==> src/rtl/fetch_stage_pkg.sv <==
// Shared widths, reset constants, IF/ID record type and next-state helpers for the fetch stage.
// Included by fetch_stage_if, pc_register and fetch_stage via import fetch_stage_pkg::*.
package fetch_stage_pkg;

    localparam int INST_WIDTH = 32;
    localparam int ADDR_WIDTH = 32;

    localparam logic [ADDR_WIDTH-1:0] PC_RESET_VAL = 32'h0000_0000;
    localparam logic [INST_WIDTH-1:0] NOP_INST_VAL = 32'h0000_0000;

    // HOLD only arises from the illegal pc_write=1/IF_ID_write=0 combination.
    typedef enum logic [1:0] {
        ACT_HOLD  = 2'd0,
        ACT_STALL = 2'd1,
        ACT_FLUSH = 2'd2,
        ACT_LOAD  = 2'd3
    } fetch_act_e;

    typedef struct packed {
        logic [INST_WIDTH-1:0] inst;
        logic [ADDR_WIDTH-1:0] pc4;
        logic                  valid;
    } ifid_t;

    function automatic logic [ADDR_WIDTH-1:0] pc_plus4(input logic [ADDR_WIDTH-1:0] pc);
        return pc + 32'd4;
    endfunction

    // A stall beats a flush: the stalled branch in ID re-resolves next cycle.
    function automatic fetch_act_e decode_act(input logic pc_write,
                                              input logic flush,
                                              input logic ifid_write);
        if (!pc_write)       return ACT_STALL;
        else if (flush)      return ACT_FLUSH;
        else if (ifid_write) return ACT_LOAD;
        else                 return ACT_HOLD;
    endfunction

endpackage

==> src/rtl/fetch_stage_if.sv <==
// Hazard-control, instruction-memory and IF/ID signals of the fetch stage.
// slave = fetch_stage side, master = pipeline/environment side.
interface fetch_stage_if;
    import fetch_stage_pkg::*;

    logic                  pc_write;
    logic                  IF_ID_write;
    logic                  flush;
    logic [ADDR_WIDTH-1:0] target_addr;
    logic [INST_WIDTH-1:0] inst_in;
    logic [ADDR_WIDTH-1:0] inst_addr;
    logic [INST_WIDTH-1:0] IF_ID_inst;
    logic [ADDR_WIDTH-1:0] IF_ID_pc4;
    logic                  IF_ID_valid;

    modport slave (
        input  pc_write, IF_ID_write, flush, target_addr, inst_in,
        output inst_addr, IF_ID_inst, IF_ID_pc4, IF_ID_valid
    );

    modport master (
        output pc_write, IF_ID_write, flush, target_addr, inst_in,
        input  inst_addr, IF_ID_inst, IF_ID_pc4, IF_ID_valid
    );

endinterface

==> src/rtl/fetch_stage_pc_register.sv <==
// Program counter: register with asynchronous active-high reset and write enable.
module pc_register
    import fetch_stage_pkg::*;
#(
    parameter int                    WIDTH     = ADDR_WIDTH,
    parameter logic [WIDTH-1:0]      RESET_VAL = '0
) (
    input  logic             clk,
    input  logic             rst,
    input  logic             we_i,
    input  logic [WIDTH-1:0] d_i,
    output logic [WIDTH-1:0] q_o
);

    logic [WIDTH-1:0] pc_q;

    always_ff @(posedge clk or posedge rst) begin
        if (rst)       pc_q <= RESET_VAL;
        else if (we_i) pc_q <= d_i;
    end

    assign q_o = pc_q;

endmodule

==> src/rtl/fetch_stage.sv <==
// MIPS instruction-fetch stage: PC, next-PC mux and the IF/ID pipeline register.
// Optional stall/flush performance counters are enabled with `define FETCH_PERF_CNT_EN.
module fetch_stage
    import fetch_stage_pkg::*;
#(
    parameter logic [ADDR_WIDTH-1:0] PC_RESET = PC_RESET_VAL,
    parameter logic [INST_WIDTH-1:0] NOP_INST = NOP_INST_VAL
) (
    input  logic               clk,
    input  logic               rst,
    fetch_stage_if.slave       bus
`ifdef FETCH_PERF_CNT_EN
    ,
    output logic [31:0]        stall_cnt,
    output logic [31:0]        flush_cnt
`endif
);

    fetch_act_e            act;
    logic [ADDR_WIDTH-1:0] pc_q;
    logic [ADDR_WIDTH-1:0] pc_d;
    logic [ADDR_WIDTH-1:0] pc4;
    ifid_t                 ifid_q;
    ifid_t                 ifid_d;

    assign act  = decode_act(bus.pc_write, bus.flush, bus.IF_ID_write);
    assign pc4  = pc_plus4(pc_q);
    assign pc_d = (act == ACT_FLUSH) ? bus.target_addr : pc4;

    pc_register #(
        .WIDTH     (ADDR_WIDTH),
        .RESET_VAL (PC_RESET)
    ) u_pc (
        .clk  (clk),
        .rst  (rst),
        .we_i (bus.pc_write),
        .d_i  (pc_d),
        .q_o  (pc_q)
    );

    // inst_in only reaches IF/ID on a real load, so X from memory elsewhere is never captured.
    always_comb begin
        ifid_d = ifid_q;
        case (act)
            ACT_FLUSH: ifid_d = '{inst: NOP_INST, pc4: '0, valid: 1'b0};
            ACT_LOAD:  ifid_d = '{inst: bus.inst_in, pc4: pc4, valid: 1'b1};
            default:   ifid_d = ifid_q;
        endcase
    end

    always_ff @(posedge clk or posedge rst) begin
        if (rst) ifid_q <= '{inst: NOP_INST, pc4: '0, valid: 1'b0};
        else     ifid_q <= ifid_d;
    end

    assign bus.inst_addr   = pc_q;
    assign bus.IF_ID_inst  = ifid_q.inst;
    assign bus.IF_ID_pc4   = ifid_q.pc4;
    assign bus.IF_ID_valid = ifid_q.valid;

`ifdef FETCH_PERF_CNT_EN
    logic [31:0] stall_cnt_q;
    logic [31:0] flush_cnt_q;

    always_ff @(posedge clk or posedge rst) begin
        if (rst) begin
            stall_cnt_q <= '0;
            flush_cnt_q <= '0;
        end else begin
            if (act == ACT_STALL) stall_cnt_q <= stall_cnt_q + 32'd1;
            if (act == ACT_FLUSH) flush_cnt_q <= flush_cnt_q + 32'd1;
        end
    end

    assign stall_cnt = stall_cnt_q;
    assign flush_cnt = flush_cnt_q;
`endif

`ifndef SYNTHESIS
    // The hazard unit must stall PC and IF/ID together.
    a_no_ifid_write_on_stall: assert property (
        @(posedge clk) disable iff (rst) !(!bus.pc_write && bus.IF_ID_write));
    a_no_ifid_hold_on_advance: assert property (
        @(posedge clk) disable iff (rst) !(bus.pc_write && !bus.flush && !bus.IF_ID_write));
`endif

endmodule

==> src/flat_wrapper.sv <==
// flat-port wrapper written by rule: the top's interface ports become plain ports
module fetch_stage_flat import fetch_stage_pkg::*;
#(
    parameter logic [ADDR_WIDTH-1:0] PC_RESET = PC_RESET_VAL,
    parameter logic [INST_WIDTH-1:0] NOP_INST = NOP_INST_VAL
)
  (clk, rst, bus_pc_write, bus_IF_ID_write, bus_flush, bus_target_addr, bus_inst_in, bus_inst_addr, bus_IF_ID_inst, bus_IF_ID_pc4, bus_IF_ID_valid);
  fetch_stage_if bus_i ();
  input  logic clk;
  input  logic rst;
  input wire logic [$bits(bus_i.pc_write)-1:0] bus_pc_write;
  input wire logic [$bits(bus_i.IF_ID_write)-1:0] bus_IF_ID_write;
  input wire logic [$bits(bus_i.flush)-1:0] bus_flush;
  input wire logic [$bits(bus_i.target_addr)-1:0] bus_target_addr;
  input wire logic [$bits(bus_i.inst_in)-1:0] bus_inst_in;
  output wire logic [$bits(bus_i.inst_addr)-1:0] bus_inst_addr;
  output wire logic [$bits(bus_i.IF_ID_inst)-1:0] bus_IF_ID_inst;
  output wire logic [$bits(bus_i.IF_ID_pc4)-1:0] bus_IF_ID_pc4;
  output wire logic [$bits(bus_i.IF_ID_valid)-1:0] bus_IF_ID_valid;
  assign bus_i.pc_write = bus_pc_write;
  assign bus_i.IF_ID_write = bus_IF_ID_write;
  assign bus_i.flush = bus_flush;
  assign bus_i.target_addr = bus_target_addr;
  assign bus_i.inst_in = bus_inst_in;
  assign bus_inst_addr = bus_i.inst_addr;
  assign bus_IF_ID_inst = bus_i.IF_ID_inst;
  assign bus_IF_ID_pc4 = bus_i.IF_ID_pc4;
  assign bus_IF_ID_valid = bus_i.IF_ID_valid;
  fetch_stage #(.PC_RESET(PC_RESET), .NOP_INST(NOP_INST)) u_core (.clk(clk), .rst(rst), .bus(bus_i));
endmodule
==> config.mk <==
export PLATFORM = sky130hd
export DESIGN_NAME = fetch_stage_flat
export DESIGN_NICKNAME = d
export VERILOG_FILES = /design/src/rtl/fetch_stage_pkg.sv /design/src/rtl/fetch_stage_if.sv /design/src/rtl/fetch_stage_pc_register.sv /design/src/rtl/fetch_stage.sv /design/src/flat_wrapper.sv
export SDC_FILE = /design/constraint.sdc
export NUM_CORES = 1
export LEC_CHECK = 0
export BUFFER_PORTS_ARGS = -buffer_cell sky130_fd_sc_hd__buf_2
export CAP_MARGIN = 40
export CELL_PAD_IN_SITES_DETAIL_PLACEMENT = 0
export CELL_PAD_IN_SITES_GLOBAL_PLACEMENT = 2
export CORE_ASPECT_RATIO = 0.5
export CORE_MARGIN = 4
export CORE_UTILIZATION = 31
export DETAILED_ROUTE_END_ITERATION = 6
export PLACE_DENSITY = 0.86
export SLEW_MARGIN = 20
export SYNTH_ARGS = -nofsm -noshare
export SYNTH_HDL_FRONTEND = slang
export SYNTH_HIERARCHICAL = 1
export SYNTH_SLANG_ARGS = --single-unit
==> constraint.sdc <==
create_clock -name clk -period 2.8 [get_ports clk]
set_input_delay 0.14 -clock clk [delete_from_list [all_inputs] [get_ports clk]]
set_output_delay 0.14 -clock clk [all_outputs]
set_load 0.1 [all_outputs]
# Yosys cells after proc, flatten, opt, wreduce, memory -nomap -nowiden
# Index checks and enable logic that the tools add are counted.
[word_totals]
out_inout_bits = 97
elab_cells = 13
inputBits = 69
reg_bits = 97
[classes]
reduce_logical = 1
n_addsub = 1
n_eq_ne = 2
mux = 5
[ops]
columns = ["cell", "n"]
rows = [
  ["$pmux W65 S2", 1],
  ["$add A32 B3 Y32 const B", 1],
  ["$mux W32", 1],
  ["$mux W2", 3],
  ["$eq A2 B2 Y1 const B", 2],
  ["$reduce_bool A2 Y1", 1],
]

# Longest topological paths before layout
# Gate-level depths: netlist of the first run.
[depth]
depth_word = 5
ltp_mapped = 9
mapped_depth_nobuf = 6

# Hierarchy
# The synthesis of the first run kept the hierarchy.
[by_module_without_submodules]
columns = ["module", "cells_each", "area_per_inst_um2", "n_inst", "seq_area_each_um2"]
rows = [
  ["fetch_stage", 408, 3623.5, 1, 1626.6],
  ["pc_register", 69, 1348.8, 1, 800.8],
]

# Worst setup path after synthesis of the first run
# OpenSTA, ideal clock, no wires.
[synth_path]
path_kind = "reg-to-reg"
start = "reg u_core.u_pc.pc_q[2], in the netlist u_core/u_pc/q_o[2]"
end = "reg u_core.u_pc.pc_q[20], in the netlist u_core/u_pc/q_o[20]"
t_required_ns = 2.673
path_stages_with_launch = 10
arrival_ns = 3.010
path_buffers = 3
slack_ns = -0.336
setup_ns = 0.127
synth_period_minus_slack_ns = 3.136
path_cell_list = "dfrtp_1 > ha_1 > nand4_2 > or4_4 > buf_6 > buf_6 > clkbuf_1 > o211ai_1 > nand3_1 > mux2_4"
[synth_between]
elab_chain_len = 2
[synth_rtl]
columns = ["item", "line_no", "text"]
rows = [
  ["start: declaration", "fetch_stage_pc_register.sv:15", "logic [WIDTH-1:0] pc_q;"],
  ["start signal: assignment", "fetch_stage_pc_register.sv:19", "else if (we_i) pc_q <= d_i;"],
  ["$add A32 B3 Y32", "fetch_stage_pkg.sv:26", "return pc + 32'd4;"],
  ["$mux W32", "fetch_stage.sv:28", "assign pc_d = (act == ACT_FLUSH) ? bus.target_addr : pc4;"],
  ["named net u_core.pc_d[20]", "fetch_stage.sv:21", "logic [ADDR_WIDTH-1:0] pc_d;"],
]
# The timed path passes the listed nets, and every way through them passes these cells.
# A chain may end at the register's enable or synchronous reset.

# Worst setup path in the final report of the first run
# Ends and elaborated chain as after synthesis.

==> results by group, run 1 <==
Clock network
  – Post-CTS setup buffer count: 0
  – Root Buffer: clkbuf_16
  – Clk buf depth: 2
  – TritonCTS buffer count: 9
  – Clk Latency, worst-skew pair: between 0.3 and 0.4 ns
  – Clock slew at reported path FFs: 0.07 ns
  – CTS tree: built
  – TritonCTS Sinks: 97
  – H-tree depth: 3

Finish
  – Area grow syn2layout: 27.0%
  – Antenna Cells: 0
  – Commonest non-fill, non-tap cell in the layout: buf_2
  – Nets: 700
  – Fill cells: 1563
  – Most frequent cells in the layout: buf_2, dfrtp_1, nand2_1
  – Final core utilization: around 41%
  – Share of layout cells above drive strength 1: 39.2%
  – Final instance area: ~6300 um^2

Placement
  – DP HPWL: 10.9 mm
  – Port-buffer cells: 165
  – DP Area: ~6000 um^2
  – Placer Congestion: between 0.8 and 0.9

Drt
  – DRT Wirelength: 14.9 mm
  – Vias per inst: approximately 5.1
  – ANT nets after route: 0
  – Routed length per instance: 17.8 um
  – First-pass DRT Iterations: 4
  – DRC viols: 0
  – Iteration-0 DRC Markers: 200
  – Routed via count: approximately 4300

STA
  – Worst Max-Slew Pin Slew: 0.671 ns
  – Fmax: between 400 and 500 MHz
  – RSZ-0062 raised after global routing: false
  – Min cycle time layout: ~2.4 ns
  – Fin. max-slew vios: 0
  – Final Skew: 0.0113 ns
  – Final hold vios: 0
  – Slew margin rel.: between 50% and 60%
  – Final period utilization: between 80% and 90%
  – # setup viols final: 0
  – Fin Hold WS: roughly 0.022 ns
  – Setup TNS: 0 ns

Global route
  – Total gr overflow: 0
  – Number of global-route vias before repair: roughly 4400
  – Met1 global-route usage: roughly 21%
  – Grt peak-use layer: met2
  – Met3 GRT Util: under 10%
  – First-pass GRT wire length: 24.2 mm
  – Gr usage total: 16.3%
  – Initial antenna violation count: 0
  – Maximum number of pins on one net before global-route repair: 40
  – Met2 GRT Util: approximately 28%

Power
  – Lkg Pwr: ~3.1 nW
  – P per Cell Area: roughly 1000 nW/um^2
  – Design Power: 6.61 mW
  – Max rail drop VDD: 0.000335 V

Synth
  – Share of flip-flops with an asynchronous set or reset: 100%
  – Post-synth top area share: 48.8%
  – Cell variety after synth: 40
  – Ys Warns: 6
  – Gate Count Post-Synth: 477
  – Ranking of synthesized cells by area: dfrtp_1, mux2_4, a22o_1
  – Net Count, Synth: between 500 and 600
  – Mean Syn Cell Area: roughly 10 um^2
  – Register area share after synthesis: 48.8%
  – Main synth FF type: dfrtp_1
  – Number of synthesized flops with an enable pin: 0
  – Synth area leader: dfrtp_1
  – Yosys reg bits: between 90 and 100
  – Post-Syn Area: 4970 um^2

Die
  – Die Wd: 187 um
  – Site Rows: 32
  – Die ar.: ~18000 um^2
  – Core area: 15600 um^2
  – Initial core utilization: 31.9%
  – Die Span Y: 97.6 um
  – I/O pin count: 166

Min path
  – Hold Crit Class: in2reg

Job
  – MaxCap Viol Count: 0

Setup path
  – Critical Path Start Type: register
  – CP max FO: 25
  – Critical Path End Type: register
  – Critical path class: reg2reg
  – Critical path required time: between 3 and 4 ns
  – CP Data Arrival Time: roughly 2.7 ns

Outcome
  – Status: finished, final reports clean
[synthesized netlist by cell type (10+ instances only)]
| cell type | instances |
|---|---|
| clkbuf_1 | 30 |
| a31oi_1 | 10 |
| nand3_1 | 24 |
| dfrtp_1 | 97 |
| nand4_1 | 11 |
| mux2_4 | 30 |
| a22o_1 | 35 |
| o211ai_1 | 12 |
| a21oi_1 | 17 |
| xnor2_1 | 12 |
| nor2_1 | 37 |
| or4_1 | 13 |
| nand2_1 | 54 |
| o21ai_0 | 20 |
[layout make-up]
type	count	area [um^2]	share of cell area, %
clock buffer	11	253	4.00
clock inverter	5	62.6	0.991
inverter	7	26.3	0.416
multi-input combinational	336	2320	36.8
sequential	97	2440	38.7
tap	204	255	4.04
timing repair buffer	179	953	15.1
[through the flow]
| stage | std cells | worst slack [ns] |
|---|---|---|
| 2_1_floorplan | 477 | 0.0224 |
| 3_3_place_gp | 821 | 0.461 |
| 3_5_place_dp | 822 | 0.407 |
| 4_1_cts | 839 | 0.382 |
| 5_1_grt | 839 | 0.261 |
| 6_report | 839 | 0.382 |
[final timing paths]
check                      cells past startpoint                   start                   endpoint  slack [ns]
max                                            6      u_core/u_pc/q_o[2]        u_core/u_pc/q_o[20]        0.38
min                                            2         bus_inst_in[18]  u_core/bus.IF_ID_inst[18]        0.02
max reg2reg                                    6      u_core/u_pc/q_o[2]        u_core/u_pc/q_o[20]        0.38
min reg2reg                                    2  u_core/bus.IF_ID_valid     u_core/bus.IF_ID_valid        0.48
max in group asynchronous                      5                     rst        u_core/u_pc/q_o[28]        1.76
min in group asynchronous                      3                     rst   u_core/bus.IF_ID_pc4[16]        0.31
[registers in the layout, indices dropped and copies added (netlist names)]
name / cells
u_core/bus.IF_ID_inst: 32
u_core/bus.IF_ID_pc4: 32
u_core/u_pc/q_o: 32
u_core/bus.IF_ID_valid: 1
[cell families after synthesis]
logic type / after synthesis / synth area share (%)
and+or+nand+nor: 180 / 18.6
AOI/OAI and AO/OA: 109 / 15.6
muxes: 32 / 9.51
buffers and inverters: 44 / 4.78
adders and majority gates: 1 / 0.252
xor gates and xnor gates: 14 / 2.47
DFF: 97 / 48.8
[power breakdown]
group | internal, mW | switching (mW)
combinational | 0.682 | 2.59
sequential | 1.68 | 0.375
clock | 0.747 | 0.545
[routing by layer]
layer / part of all wire (%) / vias to the layer above / routed length [um]
met1: 45 / 2109 / 6690
li1: - / 2067 / -
met2: 49 / 91 / 7320
met5: 0 / - / 0
met4: 1.2 / 0 / 178
met3: 4.9 / 16 / 729
[timing repair]
item	4_1_cts	5_1_grt
hold endpoints to repair	19	0
gates resized for setup	0	0
hold buffers	1	0
[worst max-delay path, cell delays in order, from the launching register on]
cell and delay [ns]:
dfrtp_2 0.45, ha_1 0.26, nand4_2 0.20, or4_4 0.67, or4_1 0.55, nand3_1 0.10
mux2_4 0.13
Power figures use the tool's default switching activity.
==> inputs of run 2 (changes only) <==
--- a/config.mk
+++ b/config.mk
@@ -5,15 +5,16 @@
 export SDC_FILE = /design/constraint.sdc
 export NUM_CORES = 1
 export LEC_CHECK = 0
+export ABC_CLOCK_PERIOD_IN_PS = 2800
 export BUFFER_PORTS_ARGS = -buffer_cell sky130_fd_sc_hd__buf_2
 export CAP_MARGIN = 40
 export CELL_PAD_IN_SITES_DETAIL_PLACEMENT = 0
 export CELL_PAD_IN_SITES_GLOBAL_PLACEMENT = 2
 export CORE_ASPECT_RATIO = 0.5
 export CORE_MARGIN = 4
-export CORE_UTILIZATION = 31
+export CORE_UTILIZATION = 30
 export DETAILED_ROUTE_END_ITERATION = 6
-export PLACE_DENSITY = 0.86
+export PLACE_DENSITY = 0.83
 export SLEW_MARGIN = 20
 export SYNTH_ARGS = -nofsm -noshare
 export SYNTH_HDL_FRONTEND = slang
==> run 2 against run 1 <==
Compared with the run above: via count fell by 0.14%; register-to-register slack lost 0.02 ns; flip-flop and latch count is the same; worst hold slack worse by 0.0012 ns; wire length up 3.6%; non-clock buffer count up 1; setup slack got worse by 0.020 ns; power down 0.53%; global-route usage down 0.18 points; clock skew is 0.0031 ns lower; largest cell class unchanged.
==> results by group, run 2 (synthesis results as in run 1) <==
STA
  – Setup TNS: 0 ns
  – Fin. max-slew vios: 0
  – RSZ-0062 raised after global routing: false
  – Min cycle time layout: ~2.4 ns
  – Final Skew: 0.00821 ns
  – Worst Max-Slew Pin Slew: just over 0.7 ns
  – # setup viols final: 0
  – Fmax: between 400 and 500 MHz
  – Slew margin rel.: between 50% and 60%
  – Final hold vios: 0
  – Final period utilization: around 87%

Power
  – P per Cell Area: 1040 nW/um^2
  – Max rail drop VDD: 0.000406 V
  – Lkg Pwr: between 3 and 4 nW

Global route
  – Met1 global-route usage: about a fifth
  – Maximum number of pins on one net before global-route repair: 34
  – Met2 GRT Util: 27.2%
  – Initial antenna violation count: 0
  – First-pass GRT wire length: 24.3 mm
  – Total gr overflow: 0
  – Met3 GRT Util: 3.93%
  – Number of global-route vias before repair: about 4300
  – Gr usage total: approximately 16%
  – Grt peak-use layer: met2

Drt
  – Vias per inst: about 5.0
  – ANT nets after route: 0
  – DRT Wirelength: around 15 mm
  – First-pass DRT Iterations: 4
  – Iteration-0 DRC Markers: about 220
  – Routed length per instance: 18.0 um
  – Routed via count: around 4300
  – DRC viols: 0

Finish
  – Most frequent cells in the layout: buf_2, dfrtp_1, nand2_1
  – Fill cells: ~1600
  – Final instance area: between 6000 and 7000 um^2
  – Share of layout cells above drive strength 1: about two fifths
  – Multi-input gate area: ~2300 um^2
  – Nets: between 700 and 800
  – Sequential cell area: approximately 2400 um^2
  – Antenna Cells: 0
  – Area grow syn2layout: 27.7%
  – Commonest non-fill, non-tap cell in the layout: buf_2

Setup path
  – Worst reg2reg setup slack: approximately 0.36 ns
  – Critical R2R Launch: u_core/u_pc/q_o[2]
  – CP Data Arrival Time: 2.72 ns
  – Critical-path cell list: ha_1, nand4_2, or4_4, or4_1, nand3_1, mux2_4
  – Critical path class: reg2reg
  – CP max stage delay: a little under 0.7 ns
  – Worst reg2reg endpoint: u_core/u_pc/q_o[20]
  – Critical Path Start Type: register
  – CP max FO: 25
  – Slowest library cell on the worst path: or4_4
  – Buf/Inv on CP: 0
  – Critical path required time: a little over 3 ns
  – R2R cell count: 6
  – Critical Path End Type: register
  – Crit path max-delay family: simple AND/OR/NAND/NOR gates

Die
  – Initial core utilization: 31.4%
  – I/O pin count: roughly 170
  – Core area: roughly 16000 um^2
  – Site Rows: 32
  – Die Wd: roughly 190 um
  – Die ar.: between 15000 and 20000 um^2
  – Die Span Y: 99.0 um

Placement
  – DP HPWL: 11.1 mm
  – Port-buffer cells: 165
  – Placer Congestion: around 0.77
  – DP Area: 6020 um^2

Min path
  – Hold Crit Class: in2reg
  – Hold Path End: u_core/bus.IF_ID_inst[22]
  – Worst hold start: bus_inst_in[22]
  – Hold Path Depth: 2

Clock network
  – Cts repair resizes: 0
  – TritonCTS Sinks: 97
  – Clk Latency, worst-skew pair: 0.34 ns
  – Root Buffer: clkbuf_16
  – Clock slew at reported path FFs: approximately 0.070 ns
  – TritonCTS buffer count: 9
  – Clk buf depth: 2
  – H-tree depth: 3
  – CTS tree: built

Outcome
  – Status: finished, final reports clean

Job
  – MaxCap Viol Count: 0
-- run 2: cell count changes in the layout (fill, tap and decap cells not counted), sizes merged --
| cell | delta |
|---|---|
| buf | +1 |
| clkbuf | -1 |
| clkinv | +1 |
| clkinvlp | -1 |
| inv | +1 |
-- run 2: what timing repair did --
item	CTS	global route
setup endpoints to repair	0	0
hold buffers	1	0
setup buffers	0	0
hold endpoints to repair	40	0
-- run 2: report_power, final --
part           switching (mW)  internal (mW)
clock network           0.556          0.697
registers               0.374           1.68
logic                    2.59          0.685
-- run 2: how the worst max path moves through the flow --
stage | slack (ns) | start | cells after the start | end
after floorplan | 0.02 | u_core/u_pc/q_o[2] | 9 | u_core/u_pc/q_o[20]
after global placement | 0.45 | u_core/u_pc/q_o[2] | 6 | u_core/u_pc/q_o[24]
after detailed placement | 0.39 | u_core/u_pc/q_o[2] | 6 | u_core/u_pc/q_o[20]
after CTS | 0.36 | u_core/u_pc/q_o[2] | 6 | u_core/u_pc/q_o[20]
after global routing | 0.25 | u_core/u_pc/q_o[2] | 6 | u_core/u_pc/q_o[20]
final | 0.36 | u_core/u_pc/q_o[2] | 6 | u_core/u_pc/q_o[20]
-- run 2: per-stage QoR --
| step | hold slack (ns) | power [mW] | utilization, % | instances | setup WS [ns] |
|---|---|---|---|---|---|
| after global placement | 0.346 | 5.34 | 38.0 | 838 | 0.453 |
| after CTS | 0.00544 | 6.65 | 40.0 | 856 | 0.360 |
| after detailed placement | 0.199 | 5.37 | 38.1 | 839 | 0.387 |
| after global routing | 0.00799 | 6.87 | 40.1 | 857 | 0.252 |
| final | 0.0206 | 6.58 | 40.1 | 857 | 0.363 |
| after floorplan | 0.255 | 4.71 | - | 477 | 0.0224 |
-- run 2: routing by layer --
metal  wire, um  vias to the layer above
met5          0                        -
li1           -                     2062
met1       7110                     2102
met2       7390                      104
met4        111                        0
met3        860                        9
-- run 2: area by class of cell --
type,instances,share of cell area (%)
Clock inverter,6,1.03
Inverter,7,0.414
Tap cell,221,4.36
Timing Repair Buffer,180,15.5
Multi-Input combinational cell,336,36.6
Clock buffer,10,3.61
Sequential cell,97,38.5
